File: config.mk
export PLATFORM = sky130hd
export DESIGN_NAME = imem_fetch_unit
export DESIGN_NICKNAME = d
export VERILOG_FILES = /design/src/rtl/imem_fetch_unit.sv
export SDC_FILE = /design/constraint.sdc
export NUM_CORES = 1
export LEC_CHECK = 0
export CAP_MARGIN = 20
export CORE_MARGIN = 10
export CORE_UTILIZATION = 36
export CTS_CLUSTER_DIAMETER = 120
export DETAILED_ROUTE_END_ITERATION = 8
export PLACE_DENSITY = 0.88
export SLEW_MARGIN = 20
export SYNTH_ARGS = -nofsm -noshare
export SYNTH_HDL_FRONTEND = slang
export SYNTH_SLANG_ARGS = --single-unit
File: constraint.sdc
create_clock -name i_clk -period 3.92 [get_ports i_clk]
set_clock_uncertainty 0.2 [all_clocks]
set_input_delay 0.784 -clock i_clk [delete_from_list [all_inputs] [get_ports i_clk]]
set_output_delay 0.784 -clock i_clk [all_outputs]
set_load 0.1 [all_outputs]
File: src/rtl/imem_fetch_unit.sv
// Instruction-fetch front end: drives the sync-read instruction memory from next_pc and pairs each word with its PC.
// Optional IFU_PERF_CNT_EN builds accepted-instruction and stalled-cycle counters.
module imem_fetch_unit #(
   parameter int          ADDR_WIDTH = 16,
   parameter logic [31:0] RESET_PC   = 32'h0000_0000
) (
   input  logic                  i_clk,
   input  logic                  i_reset,
   output logic [ADDR_WIDTH-1:0] o_imem_addr,
   output logic                  o_imem_wren,
   output logic [3:0]            o_imem_bmask,
   output logic [31:0]           o_imem_wdata,
   input  logic [31:0]           i_imem_rdata,
   input  logic                  i_stall,
   input  logic                  i_redirect,
   input  logic [31:0]           i_redirect_pc,
   output logic                  o_valid,
   output logic [31:0]           o_pc,
   output logic [31:0]           o_instr,
   output logic                  o_fault,
   output logic [31:0]           o_fetch_cnt,
   output logic [31:0]           o_stall_cnt
);

   logic [31:0] r_rsp_pc;
   logic        r_rsp_valid;
   logic        r_rsp_fault;
   logic [31:0] w_next_pc;

   // Next fetch address; a stall re-reads the current word so the memory output stays stable.
   always_comb begin
      w_next_pc = r_rsp_pc;
      if (!i_reset) begin
         w_next_pc = RESET_PC;
      end else if (i_redirect) begin
         w_next_pc = {i_redirect_pc[31:2], 2'b00};
      end else if (!r_rsp_valid || i_stall) begin
         w_next_pc = r_rsp_pc;
      end else begin
         w_next_pc = r_rsp_pc + 32'd4;
      end
   end

   // Track the address the memory sampled at the last edge, plus its validity and fault flag.
   always_ff @(posedge i_clk) begin
      if (!i_reset) begin
         r_rsp_pc    <= RESET_PC;
         r_rsp_valid <= 1'b0;
         r_rsp_fault <= 1'b0;
      end else begin
         r_rsp_pc    <= w_next_pc;
         r_rsp_valid <= 1'b1;
         r_rsp_fault <= i_redirect & (|i_redirect_pc[1:0]);
      end
   end

   assign o_imem_addr  = w_next_pc[ADDR_WIDTH-1:0];
   assign o_imem_wren  = 1'b0;
   assign o_imem_bmask = 4'b0000;
   assign o_imem_wdata = 32'h0000_0000;

   // A redirect kills the slot currently presented, stalled or not.
   assign o_valid = i_reset & r_rsp_valid & ~i_redirect;
   assign o_pc    = r_rsp_pc;
   assign o_instr = i_imem_rdata;
   assign o_fault = o_valid & r_rsp_fault;

`ifdef IFU_PERF_CNT_EN
   logic [31:0] r_fetch_cnt;
   logic [31:0] r_stall_cnt;
   logic        w_accept;
   logic        w_stall_valid;

   assign w_accept      = o_valid & ~i_stall;
   assign w_stall_valid = o_valid & i_stall;

   // Performance counters, free-running modulo 2^32.
   always_ff @(posedge i_clk) begin
      if (!i_reset) begin
         r_fetch_cnt <= 32'd0;
         r_stall_cnt <= 32'd0;
      end else begin
         if (w_accept) begin
            r_fetch_cnt <= r_fetch_cnt + 32'd1;
         end else begin
            r_fetch_cnt <= r_fetch_cnt;
         end
         if (w_stall_valid) begin
            r_stall_cnt <= r_stall_cnt + 32'd1;
         end else begin
            r_stall_cnt <= r_stall_cnt;
         end
      end
   end

   assign o_fetch_cnt = r_fetch_cnt;
   assign o_stall_cnt = r_stall_cnt;
`else
   assign o_fetch_cnt = 32'd0;
   assign o_stall_cnt = 32'd0;
`endif

endmodule

# Word-level counts from Yosys, hierarchy flattened
# Cells that the tools add are included.
# word_totals
ff_bits	34
n_memories	0
input_bits	68
out_inout_bits	183
mem_bits_ro	0
latch_bits	0
elab_cells	18
mem_bits_rw	0
# op_classes
n_eq_ne	1
reduce_logical	3
div_mod_pow	0
magnitude_cmp	0
mul	0
bitwise_logic	5
muxes	4
shift	0
addsub	1
# op_table
operator	count
$mux W32	2
$add A32 B3 Y32 const B	1
$mux W16	1
$and A1 B1 Y1	4
$ne A2 B2 Y1 const B	1
$reduce_or A2 Y1	1
$logic_not A1 Y1	1
$logic_or A1 B1 Y1	1
$mux W1	1
$not A1 Y1	1

# Logic depth before layout (Yosys ltp)
# Gate-level depths: netlist (run 1).
# logic_depth
depth_word	5
depth_mapped	5
mapped_depth_nobuf	5

# Worst setup path after synthesis (run 1)
# OpenSTA, ideal clock, no wires.
# synth_timing
path_kind	flip-flop to output port
startpoint	reg r_rsp_pc[2], in the netlist o_pc[2]
endpoint	out o_imem_addr[14]
required_ps	2936
setup_slack_ps	-838
arrival_ps	3774
path_stages_with_launch	6
path_buffers	0
cell_sequence	dfxtp_1 > ha_1 > nand3b_1 > or4_4 > xor2_1 > a21oi_1
# synth_between
elab_chain_cells	4
# synth_lines
element	line_no	text
from (decl)	25	logic [31:0] r_rsp_pc;
from (signal assigned)	51	r_rsp_pc <= w_next_pc;
$add A32 B3 Y32	40	w_next_pc = r_rsp_pc + 32'd4;
$mux W32	37	end else if (!r_rsp_valid || i_stall) begin
$mux W32	35	end else if (i_redirect) begin
$mux W16	33	if (!i_reset) begin
to (decl)	9	output logic [ADDR_WIDTH-1:0] o_imem_addr,
# Every way passes these cells. The select of a mux whose other input is x is not followed.

# Worst setup path in the final report (run 1)
# layout_timing
startpoint	in i_stall
endpoint	out o_imem_addr[14]
# layout_between
elab_chain_cells	4
# layout_lines
element	line_no	text
from (decl)	14	input logic i_stall,
$logic_or A1 B1 Y1	37	
$mux W32	37	
$mux W32	35	
$mux W16	33	
# Every way passes these cells. The select of a mux whose other input is x is not followed.

==> qor.csv, run 1 <==
stage;metric;value;unit
job;Max Cap Viol;0;
global_routing;largest net degree at the start of global routing;32;
placement;gpl congestion;0.825;
floorplanning;starting density of the core;37.0;%
clocking;Worst-Skew Late Latency;0.29;ns
critical_path;Slowest cell on crit path;or4_4;
timing;Pins Over Slew Limit;0;
drt;final wirelength;9380;um
final_layout;# diodes;0;
drt;number of vias per cell;4.80;
critical_path;worst path buffer plus inverter count;2;
critical_path;critical path class;input pin to primary output;
final_layout;area grow syn2layout;21.7;%
placement;Post-DP Area;3590;um2
critical_path;crit start category;input pin;
global_routing;Global Route Usage Sum;14.1;%
synthesis;Post-synth ARST share;0;%
clocking;TritonCTS clock tree;built;
clocking;CTS HTree Levels;2;
final_layout;fillers;828;
timing;count of final setup violators;0;
clocking;CTS Buf Count;5;
timing;Max Clk Rate;0.275;GHz
clocking;Num Clock Sinks;34;
global_routing;initial antenna violation count;0;
floorplanning;Rows;33;
final_layout;Design Area, Final;3700;um2
critical_path;critical path required time;2.94;ns
synthesis;Synth warnings;0;
clocking;Bufs on Longest Clock Path;2;
clocking;Post-CTS Resized;0;
final_layout;fin nets;499;
timing;Tcrit/Tclk final;92.7;%
synthesis;Synth cell types;45;
placement;DPL Wire Length;7790;um
critical_path;CP delay by family, top;simple AND/OR/NAND/NOR gates;
drt;met2 WL;4490;um
synthesis;Post-Syn Instances;377;
global_routing;Overflow after GRT;0;
floorplanning;die width;112;um
drt;ANT nets after route;0;
synthesis;most common flop cell mapped by yosys;dfxtp_1;
synthesis;Mean Syn Cell Area;8.06;um2
min_path;min-delay worst type;flop to flop;
critical_path;Critical Path End Type;primary output;
critical_path;critical path arrival;2.65;ns
placement;port bufs;85;
clocking;root buf cell;clkbuf_8;
critical_path;CP max FO;5;
drt;uppermost routed layer;met4;
power_and_ir_drop;Leak Pwr;1.60;nW
synthesis;mapped cell area;3040;um2
status;status;complete, no violations;
floorplanning;Vert. Die Dim;112;um
drt;drt initial violations;168;
global_routing;vias in the first global route;2701;
floorplanning;core region area;8220;um2
synthesis;synth top area cells;buf_4, dfxtp_1, o211a_1;
synthesis;Seq cells post-synth;34;
drt;DR vias;2573;
critical_path;Critical Path, Cell by Cell;clkdlybuf4s50_1, nand3b_1, or4_4, xor2_1, a21oi_2, buf_12;
global_routing;global-route wire length before repair;14500;um
power_and_ir_drop;peak supply drop;0.000212;V
drt;first-pass detailed-route iteration total;4;
timing;Slew HR;31.8;%
power_and_ir_drop;Power Dens Cells;436;nW/um2
synthesis;sequential area share after synthesis;22.4;%
drt;M1 wire length;3360;um
power_and_ir_drop;Tot Pwr;1.61;mW
timing;worst-margin pin slew;1.02;ns
timing;Final Hold Fails;0;
final_layout;layout cell share with drive strength beyond 1;14.4;%
drt;met3 WL;1220;um
floorplanning;die area;12500;um2
critical_path;largest stage delay on the critical path;0.57;ns
drt;Residual DRC;0;
synthesis;post-synth top area share;32.9;%
clocking;postcts setup bufs;0;
drt;drt wl/cell;17.5;um
synthesis;number of enable flip-flop cells after synthesis;0;
floorplanning;# IOs;251;
timing;RSZ-0062 raised after global routing;false;
clocking;cts hold-fix bufs;0;
synthesis;leading area contributor after synthesis;buf_4;
clocking;clk slew on worst S/H paths;0.08;ns
timing;fin crit period;3.63;ns
[cells in the mapped netlist, types with 2 or more instances]
library cell and number:
a21oi_1 15, a31o_2 2, a31oi_1 16, and2_1 5, and3_1 5, and3b_1 2, and4_1 2, buf_4 133
clkbuf_1 12, dfxtp_1 34, inv_1 6, nand2_1 12, nand2b_1 3, nand3_1 13, nand4_1 8, nand4_2 2
nor2_1 3, nor2b_1 3, nor3_1 5, nor4_1 4, o211a_1 13, o211ai_1 2, o21ai_0 25, o31ai_1 8
or3_1 4, or4_1 10, or4_4 2, xnor2_1 8, xor2_1 4
[kinds of logic (layout without fill, tap and decap cells)]
logic type      count (synthesis)  in the layout  share of synthesized area [%]
compound gates                 84             84                           18.1
xor+xnor                       12             12                           3.46
fa+ha+maj                       1              1                          0.412
buf+inv                       152            106                           35.5
flops                          34             34                           22.4
mux                             1              1                          0.330
other cells                     1            101                          0.123
simple gates                   92             92                           19.7
[layout make-up]
type                            count  area [um2]  share of cell area (%)
Tap cell                          105         131                    3.55
Clock buffer                        5        68.8                    1.86
Sequential cell                    34         681                    18.4
Clock inverter                      3        40.0                    1.08
Multi-Input combinational cell    291        1690                    45.7
Inverter                            6        22.5                   0.609
Timing Repair Buffer               92        1070                    28.8
[path summary, 6_finish.rpt]
kind                           to     start  slack (ns)  cells after the start
setup / recovery  o_imem_addr[14]   i_stall        0.29                      6
hold / removal            o_pc[0]   o_pc[0]        0.28                      1
setup reg to reg         o_pc[22]  o_pc[14]        1.73                      4
hold reg to reg           o_pc[0]   o_pc[0]        0.28                      1
[state kept, by name, summed over array words and instances (netlist names)]
| signal | flops |
|---|---|
| o_pc | 32 |
| r_rsp_fault | 1 |
| r_rsp_valid | 1 |
[worst reg2reg max path, stage by stage (launching register included)]
cell and delay, ns:
dfxtp_1 0.46, nand4_1 0.26, or3_1 0.50, or4_1 0.53, a31oi_1 0.18
[layer usage]
metal  track usage [%]  vias up
li1                  -     1219
met1              14.0     1165
met2              23.7      155
met3              7.62       34
met4              6.17        0
met5                 0        -
[power by group]
part / leakage (nW) / total (mW) / switching [mW] / internal, mW
clock network: 0.0579 / 0.328 / 0.141 / 0.187
registers: 0.282 / 0.403 / 0.0345 / 0.368
logic: 1.26 / 0.881 / 0.740 / 0.142
[placed cells by master (no fill, tap or decap), drive strengths merged, types with 2 or more instances in the layout]
master,instances
clkinv,2
buf,32
a31oi,16
o21ai,25
or3,5
clkbuf,5
or4,12
conb,101
a21oi,15
and2,6
o211a,13
nand3,14
and3,6
inv,6
clkdlybuf4s50,60
nor3,5
nor2b,3
nand4,10
and3b,3
xor2,4
a31o,2
dfxtp,34
nor4,4
o211ai,2
xnor2,8
and4,2
nor2,3
o31ai,8
nand2b,3
nand2,12
[stage by stage]
stage	hold slack, ns	instances	TNS [ns]	utilization, %	worst slack (ns)
5_1_grt	0.300	536	0	45.0	0.177
3_5_place_dp	0.267	528	0	43.7	0.274
2_1_floorplan	0.512	477	-0.226	-	-0.226
3_3_place_gp	0.260	528	0	43.7	0.308
4_1_cts	0.291	536	0	45.0	0.273
6_report	0.283	536	0	45.0	0.286
Note: power is estimated with default switching activity, not from simulation.
==> run 2: changes to the inputs <==
--- a/config.mk
+++ b/config.mk
@@ -10,8 +10,8 @@
 export CORE_UTILIZATION = 36
 export CTS_CLUSTER_DIAMETER = 120
 export DETAILED_ROUTE_END_ITERATION = 8
+export GPL_TIMING_DRIVEN = 0
 export PLACE_DENSITY = 0.88
-export SLEW_MARGIN = 20
 export SYNTH_ARGS = -nofsm -noshare
 export SYNTH_HDL_FRONTEND = slang
 export SYNTH_SLANG_ARGS = --single-unit
==> qor.csv, run 2 (synthesized netlist as in run 1, its figures left out) <==
stage;metric;value;unit;change
status;status;complete, no violations;;
placement;Placed Cells incl. Taps;699;;+32%
drt;number of vias per cell;4.43;;-7.7%
placement;Setup WS pre-CTS;-0.844;ns;-1.12 ns
timing;fin crit period;3.84;ns;+0.202 ns
clocking;root buf cell;clkbuf_8;;
critical_path;critical path arrival;2.85;ns;+0.20 ns
min_path;hold path cells;1;;unchanged
drt;DR vias;3143;;+22%
critical_path;Critical Path, Cell by Cell;clkdlybuf4s50_1, nand3b_1, or4_4, xor2_1, a21oi_2, buf_4;;
clocking;Bufs on Longest Clock Path;2;;unchanged
timing;Max Clk Rate;0.261;GHz;-5.3%
final_layout;Non-Filler Instances;709;;+32%
global_routing;global-route wire length before repair;17700;um;+22%
power_and_ir_drop;peak supply drop;0.000182;V;-14%
placement;Post-DP Area;4750;um2;+32%
timing;RSZ-0062 raised after global routing;false;;
job;Max Cap Viol;0;;unchanged
timing;Tcrit/Tclk final;97.9;%;+5.2 points
final_layout;commonest non-fill, non-tap cell in the layout;buf_4;;
min_path;min-delay worst type;flop to flop;;
timing;worst-margin pin slew;1.01;ns;-0.0103 ns
global_routing;vias in the first global route;3263;;+21%
final_layout;Largest register FFs;32;;unchanged
clocking;Num Clock Sinks;34;;unchanged
global_routing;largest net degree at the start of global routing;11;;-66%
critical_path;reg-to-reg slack, setup;1.60;ns;-0.13 ns
placement;gpl congestion;0.828;;+0.36%
clocking;clk slew on worst S/H paths;0.07;ns;about the same
critical_path;crit start category;input pin;;
critical_path;r2r endpoint;o_pc[18];;
final_layout;fin nets;672;;+35%
placement;port bufs;117;;+38%
global_routing;initial antenna violation count;0;;unchanged
clocking;TritonCTS clock tree;built;;
final_layout;commonest non-fill, non-tap cells in the layout;buf_4, conb_1, clkdlybuf4s50_1;;
timing;hold slack final;0.292;ns;+0.00926 ns
power_and_ir_drop;Power Dens Cells;372;nW/um2;-15%
clocking;Worst-Skew Late Latency;0.29;ns;about the same
min_path;hold_sp;o_pc[1];;
floorplanning;# IOs;251;;unchanged
final_layout;area grow syn2layout;59.2;%;
global_routing;Overflow after GRT;0;;unchanged
timing;final setup margin;0.0837;ns;-0.202 ns
placement;DPL Wire Length;9590;um;+23%
timing;Slew HR;32.5;%;+0.69 points
critical_path;worst r2r path cells;5;;+1
final_layout;fillers;766;;-7.5%
clocking;CTS Buf Count;5;;unchanged
power_and_ir_drop;Tot Pwr;1.80;mW;+11%
critical_path;Slowest cell on crit path;or4_4;;
drt;final wirelength;11300;um;+20%
critical_path;reg2reg start;o_pc[2];;
floorplanning;starting density of the core;37.0;%;unchanged
clocking;cts hold-fix bufs;0;;unchanged
final_layout;Finished Core Util;58.9;%;+14 points
final_layout;# diodes;0;;unchanged
global_routing;Global Route Usage Sum;16.9;%;+2.8 points
timing;TNS Setup;0;ns;unchanged
drt;drt wl/cell;15.9;um;-8.9%
floorplanning;Rows;33;;unchanged
final_layout;layout cell share with drive strength beyond 1;31.3;%;+17 points
drt;drt initial violations;186;;+11%
power_and_ir_drop;Leak Pwr;2.34;nW;+47%
floorplanning;die area;12500;um2;unchanged
critical_path;Critical Path End Type;primary output;;
drt;Residual DRC;0;;unchanged
timing;count of final setup violators;0;;unchanged
critical_path;largest stage delay on the critical path;0.61;ns;+0.04 ns
floorplanning;Vert. Die Dim;112;um;unchanged
drt;ANT nets after route;0;;unchanged
timing;Final Hold Fails;0;;unchanged
critical_path;critical path required time;2.94;ns;about the same
timing;Pins Over Slew Limit;0;;unchanged
drt;first-pass detailed-route iteration total;4;;unchanged
critical_path;critical path class;input pin to primary output;;
final_layout;Design Area, Final;4840;um2;+31%
min_path;hold endpoint;o_pc[1];;
floorplanning;die width;112;um;unchanged
clocking;CTS HTree Levels;2;;unchanged
floorplanning;core region area;8220;um2;unchanged
critical_path;CP max FO;5;;unchanged
[run 2: cell count changes in the layout (fill, tap and decap cells not counted), moves of 7 or more]
cell and change:
clkdlybuf4s15_2 +9, buf_4 +122, buf_12 -18, clkbuf_1 +8, clkdlybuf4s50_1 +39, buf_2 +7
[run 2: power by group]
group	switching, mW	leakage, nW	internal (mW)
Combinational	0.890	2.01	0.229
Clock	0.134	0.0482	0.142
Sequential	0.0341	0.282	0.368
[run 2: cell type report]
class | count | area, um2 | area share, %
clock inverters | 1 | 5.00 | 0.103
plain buffers | 146 | 1060 | 21.9
multi-input cells | 291 | 1690 | 34.9
flip-flops and latches | 34 | 681 | 14.1
inverters | 6 | 22.5 | 0.466
well taps | 105 | 131 | 2.72
repair buffers | 119 | 1160 | 24.0
clock buffers | 7 | 86.3 | 1.78
[run 2: worst max path at each step]
stage          startpoint         endpoint  slack, ns  cells past startpoint
6_report          i_stall  o_imem_addr[14]       0.08                      6
5_1_grt           i_reset  o_imem_addr[13]       0.01                      6
3_5_place_dp      i_stall  o_imem_addr[14]      -0.84                      6
3_3_place_gp      i_stall  o_imem_addr[14]      -0.78                      6
4_1_cts           i_stall  o_imem_addr[14]  0.0000004                      6
2_1_floorplan     o_pc[2]  o_imem_addr[14]      -0.23                      5
[run 2: routing by layer]
metal  vias to the layer above  wire, um  track usage, %
met1                      1405      4330            18.3
met5                         -         0               0
li1                       1571         -               -
met3                         6      1290            8.75
met2                       161      5610            28.7
met4                         0        76            3.77
[run 2: timing repair]
| item | CTS | global route |
|---|---|---|
| buffers inserted | 0 | 2 |
| resized for setup | 70 | 11 |
| endpoints found under the setup margin | 18 | 14 |
[run 2: worst max-delay path: cells and delay by family]
family,cells,cell delay (ns)
AND/OR/NAND/NOR,2,0.92
buffers and inverters,2,0.78
XOR/XNOR,1,0.19
AO/OA/AOI/OAI,1,0.16
==> run 3: changes to the inputs <==
--- a/config.mk
+++ b/config.mk
@@ -5,13 +5,14 @@
 export SDC_FILE = /design/constraint.sdc
 export NUM_CORES = 1
 export LEC_CHECK = 0
-export CAP_MARGIN = 20
+export ABC_AREA = 1
+export CAP_MARGIN = 5
 export CORE_MARGIN = 10
-export CORE_UTILIZATION = 36
+export CORE_UTILIZATION = 38
 export CTS_CLUSTER_DIAMETER = 120
 export DETAILED_ROUTE_END_ITERATION = 8
 export GPL_TIMING_DRIVEN = 0
-export PLACE_DENSITY = 0.88
+export PLACE_DENSITY = 0.89
 export SYNTH_ARGS = -nofsm -noshare
 export SYNTH_HDL_FRONTEND = slang
 export SYNTH_SLANG_ARGS = --single-unit
==> qor.csv, run 3 <==
stage;metric;value;unit;change
critical_path;crit start category;input pin;;
synthesis;Synth warnings;0;;unchanged
job;Max Cap Viol;0;;unchanged
synthesis;leading area contributor after synthesis;buf_4;;
timing;RSZ-0062 raised after global routing;false;;
power_and_ir_drop;Leak Pwr;2.59;nW;+11%
placement;Placed Cells incl. Taps;857;;+23%
clocking;Num Clock Sinks;34;;unchanged
critical_path;largest stage delay on the critical path;0.55;ns;-0.06 ns
global_routing;vias in the first global route;3502;;+7.3%
drt;number of vias per cell;4.10;;-7.6%
critical_path;critical path arrival;2.83;ns;-0.02 ns
drt;drt initial violations;171;;-8.1%
status;status;complete, no violations;;
final_layout;fin nets;825;;+23%
synthesis;post-synth top area share;30.0;%;-2.9 points
critical_path;critical path required time;2.94;ns;about the same
min_path;min-delay worst type;flop to flop;;
critical_path;critical path class;input pin to primary output;;
floorplanning;Vert. Die Dim;114;um;+1.6%
critical_path;Slowest cell on crit path;clkdlybuf4s15_2;;
min_path;hold path cells;2;;+1
power_and_ir_drop;Power Dens Cells;350;nW/um2;-5.7%
timing;Tcrit/Tclk final;97.3;%;-0.60 points
timing;Max Clk Rate;0.262;GHz;+0.61%
final_layout;commonest non-fill, non-tap cells in the layout;buf_4, nand2_1, conb_1;;
critical_path;CP delay by family, top;buffers and inverters;;
synthesis;most common flop cell mapped by yosys;dfxtp_1;;
critical_path;critical path depth;9;;+3
final_layout;Finished Core Util;59.1;%;+0.20 points
synthesis;Synth cell types;31;;-31%
floorplanning;Rows;34;;+3.0%
critical_path;Worst path most repeated cell;inv_1;;
power_and_ir_drop;peak supply drop;0.000193;V;+5.8%
critical_path;worst path buffer plus inverter count;5;;+3
timing;fin crit period;3.81;ns;-0.0234 ns
drt;Residual DRC;0;;unchanged
floorplanning;core region area;8640;um2;+5.1%
final_layout;# diodes;0;;unchanged
critical_path;Critical Path End Type;primary output;;
drt;first-pass detailed-route iteration total;4;;unchanged
clocking;root buf cell;clkbuf_8;;
placement;DPL Wire Length;9570;um;-0.30%
final_layout;area grow syn2layout;53.2;%;
global_routing;largest net degree at the start of global routing;11;;unchanged
global_routing;global-route wire length before repair;17400;um;-1.3%
clocking;Bufs on Longest Clock Path;2;;unchanged
critical_path;reg-to-reg slack, setup;2.10;ns;+0.50 ns
synthesis;Post-synth top cells;buf_4, nand2_1, inv_1;;
final_layout;Largest register FFs;32;;unchanged
global_routing;initial antenna violation count;0;;unchanged
synthesis;sequential area share after synthesis;20.4;%;-2.0 points
final_layout;Non-Filler Instances;865;;+22%
timing;Pins Over Slew Limit;0;;unchanged
final_layout;commonest non-fill, non-tap cell in the layout;buf_4;;
critical_path;Critical Path, Cell by Cell;clkdlybuf4s50_1, nor2_4, inv_1, nand2_2, clkbuf_2, o21ai_0, nand2_1, inv_1, clkdlybuf4s15_2;;
clocking;Worst-Skew Late Latency;0.29;ns;about the same
synthesis;most numerous cell in the Yosys netlist;buf_4;;
timing;worst-margin pin slew;1.05;ns;+0.0414 ns
synthesis;number of enable flip-flop cells after synthesis;0;;unchanged
synthesis;mapped cell area;3330;um2;+9.6%
synthesis;Post-Syn Instances;532;;+41%
timing;TNS Setup;0;ns;unchanged
clocking;TritonCTS clock tree;built;;
critical_path;CP max FO;10;;+5
placement;gpl congestion;0.861;;+4.0%
clocking;clk slew on worst S/H paths;0.07;ns;about the same
drt;final wirelength;11100;um;-1.5%
floorplanning;starting density of the core;38.6;%;+1.6 points
floorplanning;# IOs;251;;unchanged
drt;drt wl/cell;12.9;um;-19%
synthesis;Seq cells post-synth;34;;unchanged
timing;count of final setup violators;0;;unchanged
drt;ANT nets after route;0;;unchanged
clocking;CTS HTree Levels;2;;unchanged
timing;Slew HR;29.7;%;-2.8 points
global_routing;Overflow after GRT;0;;unchanged
drt;DR vias;3545;;+13%
clocking;CTS Buf Count;5;;unchanged
floorplanning;die area;12900;um2;+3.1%
floorplanning;die width;114;um;+1.6%
timing;Final Hold Fails;0;;unchanged
power_and_ir_drop;Tot Pwr;1.79;mW;-0.57%
critical_path;worst r2r path cells;9;;+4
synthesis;synth top area cells;buf_4, dfxtp_1, nand2_1;;
timing;hold slack final;0.264;ns;-0.0280 ns
clocking;postcts setup bufs;0;;unchanged
synthesis;Mean Syn Cell Area;6.26;um2;-22%
global_routing;Global Route Usage Sum;16.3;%;-0.62 points
synthesis;Post-synth ARST share;0;%;unchanged
placement;port bufs;117;;unchanged
final_layout;fillers;820;;+7.0%
final_layout;layout cell share with drive strength beyond 1;25.1;%;-6.2 points
## run 3: cell types whose count changed after synthesis, moves of 10 or more
cell	change
inv_1	+65
nand3_1	+22
nor2_1	+47
or4_1	-10
o211a_1	-13
nand2_1	+93
a31oi_1	-16
## run 3: worst paths after layout
path,start,endpoint
worst max-delay path,i_stall,o_imem_addr[2]
worst min-delay path,o_pc[1],o_pc[1]
worst max register to register,o_pc[4],o_pc[11]
worst min register to register,o_pc[1],o_pc[1]
## run 3: routing by layer
layer	global-route usage (%)	up-vias	share of wire [%]
met5	0	-	0
met3	7.35	14	12
met2	29.3	164	50
met1	16.3	1513	36
met4	5.08	0	1.8
li1	-	1854	-
## run 3: area by class of cell
class | instances | area [um2] | share of cell area (%)
timing repair buffer | 117 | 1150 | 22.5
tap | 108 | 135 | 2.65
clock buffer | 7 | 86.3 | 1.69
inverter | 72 | 270 | 5.30
sequential | 34 | 681 | 13.3
clock inverter | 1 | 5.00 | 0.0981
buffer | 142 | 1040 | 20.5
multi-input combinational | 384 | 1730 | 33.9
## run 3: worst register-to-register path, delay by kind of cell, from the launching register on
kind	cells	cell delay (ns)
buffers and inverters	2	0.14
and+or+nand+nor	6	0.80
DFF	1	0.40
AOI/OAI and AO/OA	1	0.17
## run 3: logic make-up (layout without fill, tap and decap cells)
group                      Yosys count  after routing  synth area share, %
AOI/OAI and AO/OA                   65             65                 10.3
adders and majority gates            1              1                0.376
buffers and inverters              214            339                 39.5
DFF                                 34             34                 20.4
other                                1            101                0.113
and+or+nand+nor                    217            217                 29.3
## run 3: power breakdown
part / internal [mW] / switching, mW / total [mW] / leakage (nW)
registers: 0.367 / 0.0270 / 0.394 / 0.281
clock network: 0.142 / 0.133 / 0.275 / 0.0482
logic: 0.224 / 0.894 / 1.12 / 2.26
total: 0.733 / 1.05 / 1.79 / 2.59
## run 3: stage by stage
stage               instance area [um2]  setup slack (ns)
floorplan                          3720             0.170
global placement                   5030            -0.602
detailed placement                 5030            -0.639
CTS                                5130           0.00141
global route                       5100            0.0231
finish                             5100             0.107
## run 3: what timing repair did
item | CTS | global route
endpoints found under the setup margin | 18 | 7
hold buffers | 0 | 0
pin swaps | 0 | 0
gates resized for setup | 46 | 12
